### src/rtl/if_pkg.sv
`default_nettype none
// +----------------------------------------------------------------------+
// | if_pkg : shared types and helpers for the ifetch_pq fetch unit       |
// | Rev 1.0 - initial release                                            |
// +----------------------------------------------------------------------+
package if_pkg;

   localparam logic [6:0] OPCODE_JAL = 7'b1101111;

   typedef enum logic [1:0] {
      IDLE  = 2'd0,
      FETCH = 2'd1,
      LAST  = 2'd2
   } fetch_state_t;

   typedef struct packed {
      logic [31:0] ins;
      logic [31:0] pc;
      logic        pred;
   } if_entry_t;

   // Sign-extended J-type immediate (byte offset, bit 0 always zero).
   function automatic logic [31:0] j_imm(input logic [31:0] ins);
      return {{11{ins[31]}}, ins[31], ins[19:12], ins[20], ins[30:21], 1'b0};
   endfunction

endpackage
`default_nettype wire

### src/rtl/ifq_fifo.sv
`default_nettype none
// +----------------------------------------------------------------------+
// | ifq_fifo : show-ahead FIFO of fetched instructions with clear        |
// | Rev 1.0 - initial release                                            |
// +----------------------------------------------------------------------+
module ifq_fifo
   import if_pkg::*;
#(
   parameter int DEPTH = 4
) (
   input  logic                     clk_in,
   input  logic                     rst_in,
   input  logic                     i_push,
   input  if_entry_t                i_din,
   input  logic                     i_pop,
   input  logic                     i_clr,
   output if_entry_t                o_dout,
   output logic                     o_valid,
   output logic [$clog2(DEPTH):0]   o_count
);

   localparam int AW = $clog2(DEPTH);
   localparam logic [AW:0] C_FULL = (AW+1)'(DEPTH);

   if_entry_t       r_mem [DEPTH];
   logic [AW-1:0]   r_wr_ptr;
   logic [AW-1:0]   r_rd_ptr;
   logic [AW:0]     r_count;
   logic            w_push;
   logic            w_pop;

   assign w_pop  = i_pop && (r_count != '0);
   assign w_push = i_push && ((r_count != C_FULL) || w_pop);

   always_ff @(posedge clk_in or posedge rst_in) begin
      if (rst_in) begin
         r_wr_ptr <= '0;
         r_rd_ptr <= '0;
         r_count  <= '0;
      end else if (i_clr) begin
         r_wr_ptr <= '0;
         r_rd_ptr <= '0;
         r_count  <= '0;
      end else begin
         if (w_push) r_wr_ptr <= r_wr_ptr + AW'(1);
         if (w_pop)  r_rd_ptr <= r_rd_ptr + AW'(1);
         if (w_push && !w_pop)
            r_count <= r_count + (AW+1)'(1);
         else if (!w_push && w_pop)
            r_count <= r_count - (AW+1)'(1);
      end
   end

   // Storage carries no reset; entries are only read while counted valid.
   always_ff @(posedge clk_in) begin
      if (w_push && !i_clr) r_mem[r_wr_ptr] <= i_din;
   end

   assign o_dout  = r_mem[r_rd_ptr];
   assign o_valid = (r_count != '0);
   assign o_count = r_count;

endmodule
`default_nettype wire

### src/rtl/ifetch_pq.sv
`default_nettype none
// +----------------------------------------------------------------------+
// | ifetch_pq : RISC-V fetch unit, multi-beat memory port, JAL predict,  |
// |             instruction queue and ROB flush redirect                 |
// | Rev 1.0 - initial release                                            |
// +----------------------------------------------------------------------+
module ifetch_pq
   import if_pkg::*;
#(
   parameter int          QUEUE_DEPTH = 4,
   parameter int          MEM_BYTES   = 1,
   parameter logic [31:0] RESET_PC    = 32'h0,
   parameter bit          JAL_PREDICT = 1'b1
) (
   input  logic                           clk_in,
   input  logic                           rst_in,
   input  logic                           rdy_in,
   input  logic                           flush,
   input  logic [31:0]                    flush_pc,
   input  logic                           mem_grant,
   input  logic [8*MEM_BYTES-1:0]         mem_din,
   output logic                           mem_req,
   output logic [31:0]                    mem_a,
   output logic                           mem_wr,
   output logic                           dec_valid,
   input  logic                           dec_ready,
   output logic [31:0]                    dec_ins,
   output logic [31:0]                    dec_pc,
   output logic                           dec_pred_taken,
   output logic [$clog2(QUEUE_DEPTH):0]   q_count
);

   localparam int              BEATS       = 4 / MEM_BYTES;
   localparam int              BW          = 8 * MEM_BYTES;
   localparam int              CW          = $clog2(QUEUE_DEPTH) + 1;
   localparam logic [1:0]      C_LAST_BEAT = 2'(BEATS - 1);
   localparam logic [31:0]     C_STEP      = 32'(MEM_BYTES);
   localparam logic [CW-1:0]   C_DEPTH     = CW'(QUEUE_DEPTH);

   fetch_state_t     r_state;
   fetch_state_t     w_state_nxt;
   logic [31:0]      r_pc;
   logic [31:0]      r_buf;
   logic [1:0]       r_acc_cnt;
   logic [1:0]       r_ret_cnt;
   logic             r_pend;

   logic             w_accept;
   logic             w_pop;
   logic             w_push;
   logic             w_clr;
   logic             w_start;
   logic [31:0]      w_start_a;
   logic             w_is_jal;
   logic [31:0]      w_word;
   logic [31:0]      w_next_pc;
   logic [CW-1:0]    w_count_after;
   if_entry_t        w_entry;
   if_entry_t        w_head;

   assign w_accept = rdy_in && mem_req && mem_grant;
   assign w_clr    = rdy_in && flush;
   assign w_pop    = rdy_in && !flush && dec_valid && dec_ready;

   // Returning beat overlays its slot so the final beat completes the word in LAST.
   for (genvar k = 0; k < BEATS; k++) begin : g_beat
      assign w_word[k*BW +: BW] = (r_ret_cnt == 2'(k)) ? mem_din : r_buf[k*BW +: BW];
   end

   assign w_is_jal      = JAL_PREDICT && (w_word[6:0] == OPCODE_JAL);
   assign w_next_pc     = w_is_jal ? ((r_pc + j_imm(w_word)) & 32'hFFFF_FFFC)
                                   : (r_pc + 32'd4);
   assign w_count_after = q_count + CW'(1) - CW'(w_pop);
   assign w_entry       = '{ins: w_word, pc: r_pc, pred: w_is_jal};

   always_ff @(posedge clk_in or posedge rst_in) begin
      if (rst_in) r_state <= IDLE;
      else        r_state <= w_state_nxt;
   end

   always_comb begin
      w_state_nxt = r_state;
      w_push      = 1'b0;
      w_start     = 1'b0;
      w_start_a   = r_pc;
      if (rdy_in) begin
         if (flush) begin
            w_state_nxt = IDLE;
         end else begin
            case (r_state)
               IDLE: begin
                  if (q_count < C_DEPTH) begin
                     w_state_nxt = FETCH;
                     w_start     = 1'b1;
                  end
               end
               FETCH: begin
                  if (w_accept && (r_acc_cnt == C_LAST_BEAT)) w_state_nxt = LAST;
               end
               LAST: begin
                  w_push    = 1'b1;
                  w_start_a = w_next_pc;
                  if (w_count_after < C_DEPTH) begin
                     w_state_nxt = FETCH;
                     w_start     = 1'b1;
                  end else begin
                     w_state_nxt = IDLE;
                  end
               end
               default: w_state_nxt = IDLE;
            endcase
         end
      end
   end

   always_ff @(posedge clk_in or posedge rst_in) begin
      if (rst_in) begin
         mem_req   <= 1'b0;
         mem_a     <= RESET_PC;
         r_pc      <= RESET_PC;
         r_buf     <= '0;
         r_acc_cnt <= '0;
         r_ret_cnt <= '0;
         r_pend    <= 1'b0;
      end else if (rdy_in) begin
         if (flush) begin
            // Dropping r_pend discards the return of a beat accepted on this edge.
            r_pc      <= flush_pc & 32'hFFFF_FFFC;
            mem_req   <= 1'b0;
            r_acc_cnt <= '0;
            r_ret_cnt <= '0;
            r_pend    <= 1'b0;
         end else begin
            r_pend <= w_accept;
            if (w_accept) begin
               mem_a <= mem_a + C_STEP;
               if (r_acc_cnt == C_LAST_BEAT) begin
                  r_acc_cnt <= '0;
                  mem_req   <= 1'b0;
               end else begin
                  r_acc_cnt <= r_acc_cnt + 2'd1;
               end
            end
            if (r_pend && (r_state == FETCH)) begin
               r_buf     <= w_word;
               r_ret_cnt <= r_ret_cnt + 2'd1;
            end
            if (r_state == LAST) begin
               r_pc      <= w_next_pc;
               r_ret_cnt <= '0;
            end
            if (w_start) begin
               mem_req <= 1'b1;
               mem_a   <= w_start_a;
            end
         end
      end
   end

   ifq_fifo #(
      .DEPTH   (QUEUE_DEPTH)
   ) u_fifo (
      .clk_in  (clk_in),
      .rst_in  (rst_in),
      .i_push  (w_push),
      .i_din   (w_entry),
      .i_pop   (w_pop),
      .i_clr   (w_clr),
      .o_dout  (w_head),
      .o_valid (dec_valid),
      .o_count (q_count)
   );

   assign mem_wr         = 1'b0;
   assign dec_ins        = w_head.ins;
   assign dec_pc         = w_head.pc;
   assign dec_pred_taken = w_head.pred;

endmodule
`default_nettype wire

### config.mk
export PLATFORM = sky130hd
export DESIGN_NAME = ifetch_pq
export DESIGN_NICKNAME = d
export VERILOG_FILES = /design/src/rtl/if_pkg.sv /design/src/rtl/ifq_fifo.sv /design/src/rtl/ifetch_pq.sv
export SDC_FILE = /design/constraint.sdc
export NUM_CORES = 1
export LEC_CHECK = 0
export ABC_AREA = 1
export BUFFER_PORTS_ARGS = -buffer_cell sky130_fd_sc_hd__buf_2
export CORE_UTILIZATION = 55
export DETAILED_ROUTE_END_ITERATION = 8
export PLACE_DENSITY = 0.78
export RECOVER_POWER = 25
export SYNTH_ARGS = -nofsm -noshare
export SYNTH_HDL_FRONTEND = slang
export SYNTH_SLANG_ARGS = --single-unit
export TNS_END_PERCENT = 10
### constraint.sdc
create_clock -name clk_in -period 4.6 [get_ports clk_in]
set_clock_uncertainty 0.15 [all_clocks]
set_input_delay 0.92 -clock clk_in [delete_from_list [all_inputs] [get_ports clk_in]]
set_output_delay 0.92 -clock clk_in [all_outputs]
set_load 0.01 [all_outputs]
* After elaboration in Yosys (flattened, before gate mapping) *
Memory sizes are Yosys's and may differ from the RTL's.
Cells that the tools add are included.

cells by class
  $add $sub $neg = 10
  magnitude comparators = 2
  equal/unequal tests = 10
  muxes and demuxes = 42
  bitwise gates (word level) = 1
  reduce and logical (&&, ||, !) cells = 35

operator list
  kind                                                                    count
  32-bit two-way mux                                                      5
  32-bit by 1-bit adder with 32-bit output (second input constant)        1
  32-bit by 3-bit adder with 32-bit output (second input constant)        1
  32-bit adder                                                            1
  8-bit two-way mux                                                       4
  2-bit two-way mux                                                       13
  1-bit two-way mux                                                       15
  3-bit nonzero test                                                      5
  1-bit logical AND                                                       13
  3-bit AND reduction                                                     4
  3-bit two-way mux                                                       3
  3-bit != test (second input constant)                                   3
  2-bit by 1-bit adder with 2-bit output (second input constant)          4
  2-bit equality test (second input constant)                             4
  2-bit nonzero test                                                      4
  7-bit equality test (second input constant)                             1
  3-bit < comparator (second input constant)                              2
  2-bit case mux with 3 select lines                                      1
  2-bit by 1-bit equality test with 1-bit output (second input constant)  2
  1-bit zero test                                                         4
  2-bit zero test                                                         2
  2-bit AND reduction                                                     2
  3-bit by 1-bit adder with 3-bit output (second input constant)          1
  3-bit by 1-bit subtractor with 3-bit output                             1
  4 further kinds                                                         4

storage, ports and cells
  register bits = 111
  memory bits (writable) = 260
  bits of input ports = 46
  logic and storage cells = 112
  memories = 1

memories
  name          depth  bits a word  read ports  clocked after memory_dff  wr ports  RTL line        text
  u_fifo.r_mem  4      65           1           0                         1         ifq_fifo.sv:25  if_entry_t r_mem [DEPTH];

* Longest topological paths before layout *
Gate-level depths: netlist of the first run.

  word-level depth = 12
  mapped depth = 20
  mapped depth without buffers = 19

* Cells and area by module *
Synthesis of the first run repeated with hierarchy kept, for this count alone.

second synthesis, totals
  cells, all modules = 2216
  area total of the unflattened synthesis = 19876.6 sq um

modules (own cells, without submodules)
  module     times used  cells each  area each (sq um)  seq. area each (sq um)
  ifq_fifo   1           695         10674.0            7982.7
  ifetch_pq  1           1521        9202.6             2602.5

* Least setup slack after synthesis of the first run *
Ideal clock, no wire load.

  kind = input to register
  start = input port flush
  end = memory u_fifo.r_mem[0][0] (netlist name) (enable)
  library setup time = 0.489 ns
  data arrival time = 4.299 ns
  data required time = 3.961 ns
  setup slack = -0.338 ns
  stages = 7
  buffers on the path = 0
  cells stage by stage = inv_1 -> nand2_2 -> nor2_2 -> inv_1 -> nand3_1 -> nand3_1 -> nor2_1

between the ends
  cells in the longest elaborated chain, start to end = 10
  elaborated cells on any way between the ends = 14
  those cells by class = mux (4); reduce/logical (10)

RTL lines
  element                                      RTL line         text
  start, declared                              ifetch_pq.sv:18  input logic flush,
  1-bit zero test                              ifetch_pq.sv:63  assign w_pop = rdy_in && !flush && dec_valid && dec_ready;
  1-bit logical AND (3 in a row)               ifetch_pq.sv:63
  1-bit logical AND                            ifq_fifo.sv:32   assign w_pop = i_pop && (r_count != '0);
  1-bit logical OR                             ifq_fifo.sv:33   assign w_push = i_push && ((r_count != C_FULL) || w_pop);
  1-bit logical AND                            ifq_fifo.sv:33
  1-bit logical AND (*)                        ifq_fifo.sv:56   if (w_push && !i_clr) r_mem[r_wr_ptr] <= i_din;
  1-bit two-way mux (*)                        ifq_fifo.sv:56
  1-bit two-way mux (not written as such) (*)  ifq_fifo.sv:56
  end, declared                                ifq_fifo.sv:25

Every way passes the cells marked *; elsewhere a longest branch is shown, timed or not.

==> impl_metrics.toml, run 1 <==
[layout]
drive_gt1_share_pct = 11.3
final_nets = 2475
fin_area_um2 = 22000
layout_commonest_cell = "nand2_1"
syn_to_final_growth_pct = 13.4
diodes = 0
mostFrequentLayoutCells = "nand2_1 (546), o21ai_0 (264), edfxtp_1 (260)"
stdcell_count = 2865

[clock_network]
clkTransAtPathRegs_ps = 60
ctsHtreeMaxLevel = 2
clkSinkCount = 371
clk_path_buf_depth = 3
holdBufCountCts = 0
post_cts_resize_count = 0
cts-root-buf = "clkbuf_16"
cts_setup_buffers = 0
cts-buffers-inserted = 37
clock_latency_ps = 550
cts_tree = "yes"

[worst_hold_path]
holdCritPathClass = "flop to flop"
min-delay-start = "r_acc_cnt[0]"
hold_end = "r_acc_cnt[0]"
worstHoldPathCells = 1

[global_route]
grt_util_all_layers_pct = 30.6
grt_pass1_wl_um = 84600
grt_overflow = 0
grt_max_degree = 103
grt_pass1_vias = 15406
antenna_found_initial = 0

[drt]
wire_per_inst_um = 19.2
viasPerCell = 5.73
first_iter_violations = 1400
firstDrtPassIters = 5
wl_um = 55000
vias = 16404
drc = 0
ant_nets = 0

[critical_path]
cp-startpoint = "r_ret_cnt[0]"
worst-path-buf-inv = 2
ff2ff_path_depth = 15
arrival_ps = 4310
crit_path_cell_trace = "inv_1, ha_1, o21ai_0, ha_1, nand2_1, inv_1, nand2_1, o21ai_0, nand2_1, nand2_1, xor2_1, nand2_1, nand2_1, nand2_1, a21oi_1"
criticalPathCategory = "flop to flop"
critical-path-top-delay-family = "compound AO/OA/AOI/OAI gates"
cpPeakStageDelay_ps = 1000
crit_path_end_kind = "flop"
cp.required_ps = 4910
start_kind = "flop"
cp_slowest_cell = "o21ai_0"
regToRegEndpoint = "mem_a[14]"
timing.rr.start = "r_ret_cnt[0]"
cp_max_fo = 16
cpMostUsedCell = "nand2_1"
r2r_setup_slack_ps = 600

[placement]
hpwlAfterDp_um = 38300
place_area_um2 = 20700
place.gp.congestion = 0.935
placed_cells = 2797
place.port_buffers = 145

[die]
pin_count = 149
core_area_um2 = 34600
start_util_pct = 56.0
die_area_um2 = 36000
die_w_um = 190
fp-row-count = 68
die_h_um = 190

[sta]
finalSetupViolations = 0
min_period_ps = 4000
worstMarginPinSlew_ps = 2900
max_freq_mhz = 250
timing.slew.headroom_pct = -94.1
rsz0062_at_grt = "no"
hold_viol = 0
whs_ps = 374
drv_slew = 60
tns_ps = 0
period_share_pct = 86.8

[synth]
synth_flop_cell = "edfxtp_1"
syn_area_um2 = 19400
synth_edf_count = 260
syn_nets = 2339
synthArstFlopShare_pct = 29.9
ys.warnings.count = 0
syn_area_per_cell_um2 = 8.64
synth-seq-cells = 371
synth_cell_types = 46
yosysSeqAreaShare_pct = 54.6
synthCells = 2245

[job]
maxCapViolations = 1

[outcome]
violations = "capacitance limit, slew limit"
outcome = "complete, but fails checks"

[power_and_ir_drop]
p_per_area_nw_per_um2 = 595
finalPower_mw = 13.1
ir_worst_vdd_mv = 0.337
leakage_nw = 9.33
stage by stage:
stage                     setup WS (ps)  utilization (%)
after detailed placement            705             59.9
after global placement              811             59.9
final                               605             63.5
after global routing                294             63.5
after floorplan                    -338                -
after CTS                           666             63.6
how the worst max path moves through the flow:
stage                               endpoint  cells past startpoint
final                              mem_a[14]                     15
after global placement             mem_a[14]                     15
after detailed placement            r_pc[14]                     15
after floorplan           u_fifo.r_mem[0][0]                      7
after global routing                r_pc[17]                      3
after CTS                         dec_ins[4]                      5
cell type report:
class,instances,area (um2)
clock buffers,48,977
clock inverters,20,309
fillers,2877,12600
well taps,455,569
repair buffers,179,1080
inverters,256,963
multi-input cells,1536,7520
flip-flops and latches,371,10600
power by group:
part | leakage (nW) | switching [mW] | internal (mW)
Combinational | 5.05 | 3.44 | 1.64
Sequential | 3.67 | 0.560 | 4.25
Clock | 0.615 | 1.34 | 1.87
Total | 9.33 | 5.34 | 7.75
Yosys cell counts, types with 3 or more instances:
| cell type | count | share of area [%] |
|---|---|---|
| nand2_1 | 546 | 11 |
| o21ai_0 | 265 | 6.8 |
| edfxtp_1 | 260 | 40 |
| inv_1 | 248 | 4.8 |
| nor2_1 | 248 | 4.8 |
| nand3_1 | 143 | 3.7 |
| dfrtp_1 | 111 | 14 |
| o22ai_1 | 67 | 2.2 |
| clkbuf_1 | 62 | 1.2 |
| a21oi_1 | 59 | 1.5 |
| ha_1 | 47 | 3.0 |
| nor3_1 | 36 | 0.93 |
| xor2_1 | 23 | 1.0 |
| nand4_1 | 21 | 0.68 |
| o21bai_1 | 16 | 0.62 |
| inv_2 | 7 | 0.14 |
| o211ai_1 | 7 | 0.27 |
| buf_2 | 6 | 0.15 |
| buf_6 | 6 | 0.35 |
| nand2_2 | 6 | 0.19 |
| nor2_2 | 6 | 0.19 |
| o21ai_1 | 6 | 0.15 |
| xnor2_1 | 6 | 0.27 |
| nand3b_1 | 5 | 0.19 |
| buf_4 | 4 | 0.15 |
| nor4_1 | 4 | 0.13 |
| a31oi_1 | 3 | 0.097 |
| buf_1 | 3 | 0.058 |
| o21ai_2 | 3 | 0.14 |
kinds of logic (layout without fill, tap and decap cells):
| family | count (synthesis) | after routing | synth area share, % |
|---|---|---|---|
| multiplexers | 1 | 1 | 0.0516 |
| flip-flops | 371 | 371 | 54.6 |
| buffers and inverters | 338 | 503 | 6.91 |
| adder cells (fa/ha/maj) | 48 | 48 | 3.13 |
| AO/OA/AOI/OAI | 435 | 435 | 12.3 |
| AND/OR/NAND/NOR | 1022 | 1022 | 21.7 |
| other | 1 | 1 | 0.0193 |
| XOR/XNOR | 29 | 29 | 1.31 |
worst register-to-register path, stage by stage, from the launching register on:
cell	delay, ps
dfrtp_1	380
inv_1	90
ha_1	400
o21ai_0	1000
ha_1	250
nand2_1	50
inv_1	90
nand2_1	60
o21ai_0	520
nand2_1	100
nand2_1	170
xor2_1	210
nand2_1	80
nand2_1	110
nand2_1	100
a21oi_1	140
sequential cells by signal, indices dropped and copies added, names as in the netlist:
name	flops
u_fifo.r_mem	260
mem_a	32
r_buf	32
r_pc	32
u_fifo.o_count	3
r_acc_cnt	2
r_ret_cnt	2
r_state	2
u_fifo.r_rd_ptr	2
u_fifo.r_wr_ptr	2
mem_req	1
r_pend	1
routing by layer:
metal | global-route usage [%] | vias to the layer above | routed length, um
met5 | 0 | - | 0
met3 | 3.73 | 97 | 4080
met2 | 50.7 | 732 | 26100
li1 | - | 7812 | -
met4 | 10.4 | 0 | 1670
met1 | 41.7 | 7763 | 23100
No activity file was read; power rests on OpenSTA's default activity.
==> run 2, diff against run 1 <==
Settings changed: REMOVE_ABC_BUFFERS set to 1.
==> impl_metrics.toml, run 2 (synthesis results as in run 1) <==
[outcome]
outcome = "finished clean"

[critical_path]
arrival_ps = 2910
cp_max_fo = 70
start_kind = "flop"
worst-path-buf-inv = 3
r2r_setup_slack_ps = 680
crit_path_cell_trace = "buf_4, buf_4, o21ai_0, o22ai_1, buf_2"
critical-path-top-delay-family = "buffers and inverters"
cp_slowest_cell = "buf_4"
cp.required_ps = 3530
criticalPathCategory = "flop to primary output"
cpMostUsedCell = "buf_4"
cpPeakStageDelay_ps = 620
crit_path_end_kind = "primary output"

[drt]
firstDrtPassIters = 6
wl_um = 53300
drc = 0
ant_nets = 0
viasPerCell = 5.69
wire_per_inst_um = 18.6
first_iter_violations = 1484
vias = 16336

[clock_network]
clk_path_buf_depth = 3
cts-root-buf = "clkbuf_16"
cts_setup_buffers = 0
clkSinkCount = 371
clock_latency_ps = 550
clkTransAtPathRegs_ps = 60
ctsHtreeMaxLevel = 2
cts-buffers-inserted = 39
post_cts_resize_count = 0
cts_tree = "yes"
holdBufCountCts = 0

[sta]
max_freq_mhz = 252
period_share_pct = 86.4
drv_slew = 0
finalSetupViolations = 0
hold_viol = 0
rsz0062_at_grt = "no"
tns_ps = 0
worstMarginPinSlew_ps = 1190
timing.slew.headroom_pct = 20.1
worst_slack_ps = 625
min_period_ps = 3980

[global_route]
antenna_found_initial = 0
grt_overflow = 0
grt_max_degree = 79
grt_pass1_wl_um = 83500
grt_util_all_layers_pct = 30.0
grt_pass1_vias = 15655

[layout]
diodes = 0
mostFrequentLayoutCells = "nand2_1 (546), o21ai_0 (264), edfxtp_1 (260)"
regMostFlops = "u_fifo.r_mem"
largest_reg_flops = 260
final_nets = 2477
fin_area_um2 = 22000
n_fill_cell = 2879
stdcell_count = 2869
syn_to_final_growth_pct = 13.4
drive_gt1_share_pct = 11.4
layout_commonest_cell = "nand2_1"

[die]
die_h_um = 190
die_w_um = 190
core_area_um2 = 34600
start_util_pct = 56.0
die_area_um2 = 36000
fp-row-count = 68
pin_count = 149

[power_and_ir_drop]
swShare_pct = 40.3
internal_power_mw = 7.77
power_frac_seq_pct = 36.8
p_clk_share_pct = 24.5
p_switching_mw = 5.25
leakage_nw = 9.33
finalPower_mw = 13.0
ir_worst_vdd_mv = 0.311
p_per_area_nw_per_um2 = 592
comb_power_share_pct = 38.7

[placement]
place.gp.congestion = 0.936
post-place-ws_ps = 718
place.port_buffers = 145
place_area_um2 = 20700
placed_cells = 2797
hpwlAfterDp_um = 36400

[job]
maxCapViolations = 0

[worst_hold_path]
holdCritPathClass = "flop to flop"
==> run 2: final timing paths <==
check	startpoint	end	depth (start not counted)
min in group asynchronous	rst_in	r_acc_cnt[1]	2
hold reg to reg	u_fifo.o_count[0]	u_fifo.o_count[0]	1
hold / removal	u_fifo.o_count[0]	u_fifo.o_count[0]	1
max in group asynchronous	rst_in	r_buf[6]	3
setup / recovery	u_fifo.r_rd_ptr[0]	dec_pc[11]	5
setup reg to reg	r_ret_cnt[0]	mem_a[29]	17
==> run 2: metal layers <==
layer | part of all wire [%] | track usage [%] | wire (um)
met1 | 42 | 40.8 | 22400
met2 | 47 | 50.2 | 25200
met3 | 7.7 | 3.65 | 4090
met4 | 3.1 | 9.71 | 1650
met5 | 0 | 0 | 0
==> run 2: area by class of cell <==
class	instances	area (um2)	area share [%]
clock buffer	54	1110	5.05
timing repair buffer	179	1050	4.76
sequential	371	10600	48.1
tap	455	569	2.59
inverter	256	965	4.39
clock inverter	18	201	0.916
multi-input combinational	1536	7520	34.2
==> run 2: power by group through the flow <==
stage	clock, mW	combinational (mW)	sequential, mW
3_5_place_dp	0	4.96	4.82
2_1_floorplan	0	3.28	4.78
5_1_grt	3.35	5.67	4.85
4_1_cts	3.23	5.01	4.77
3_3_place_gp	0	4.84	4.81
6_report	3.19	5.03	4.79
==> run 2: through the flow <==
step | hold slack [ps] | util (%)
after floorplan | 315 | -
after global placement | 335 | 59.8
after detailed placement | 350 | 59.8
after CTS | 372 | 63.6
after global routing | 409 | 63.5
final | 373 | 63.5
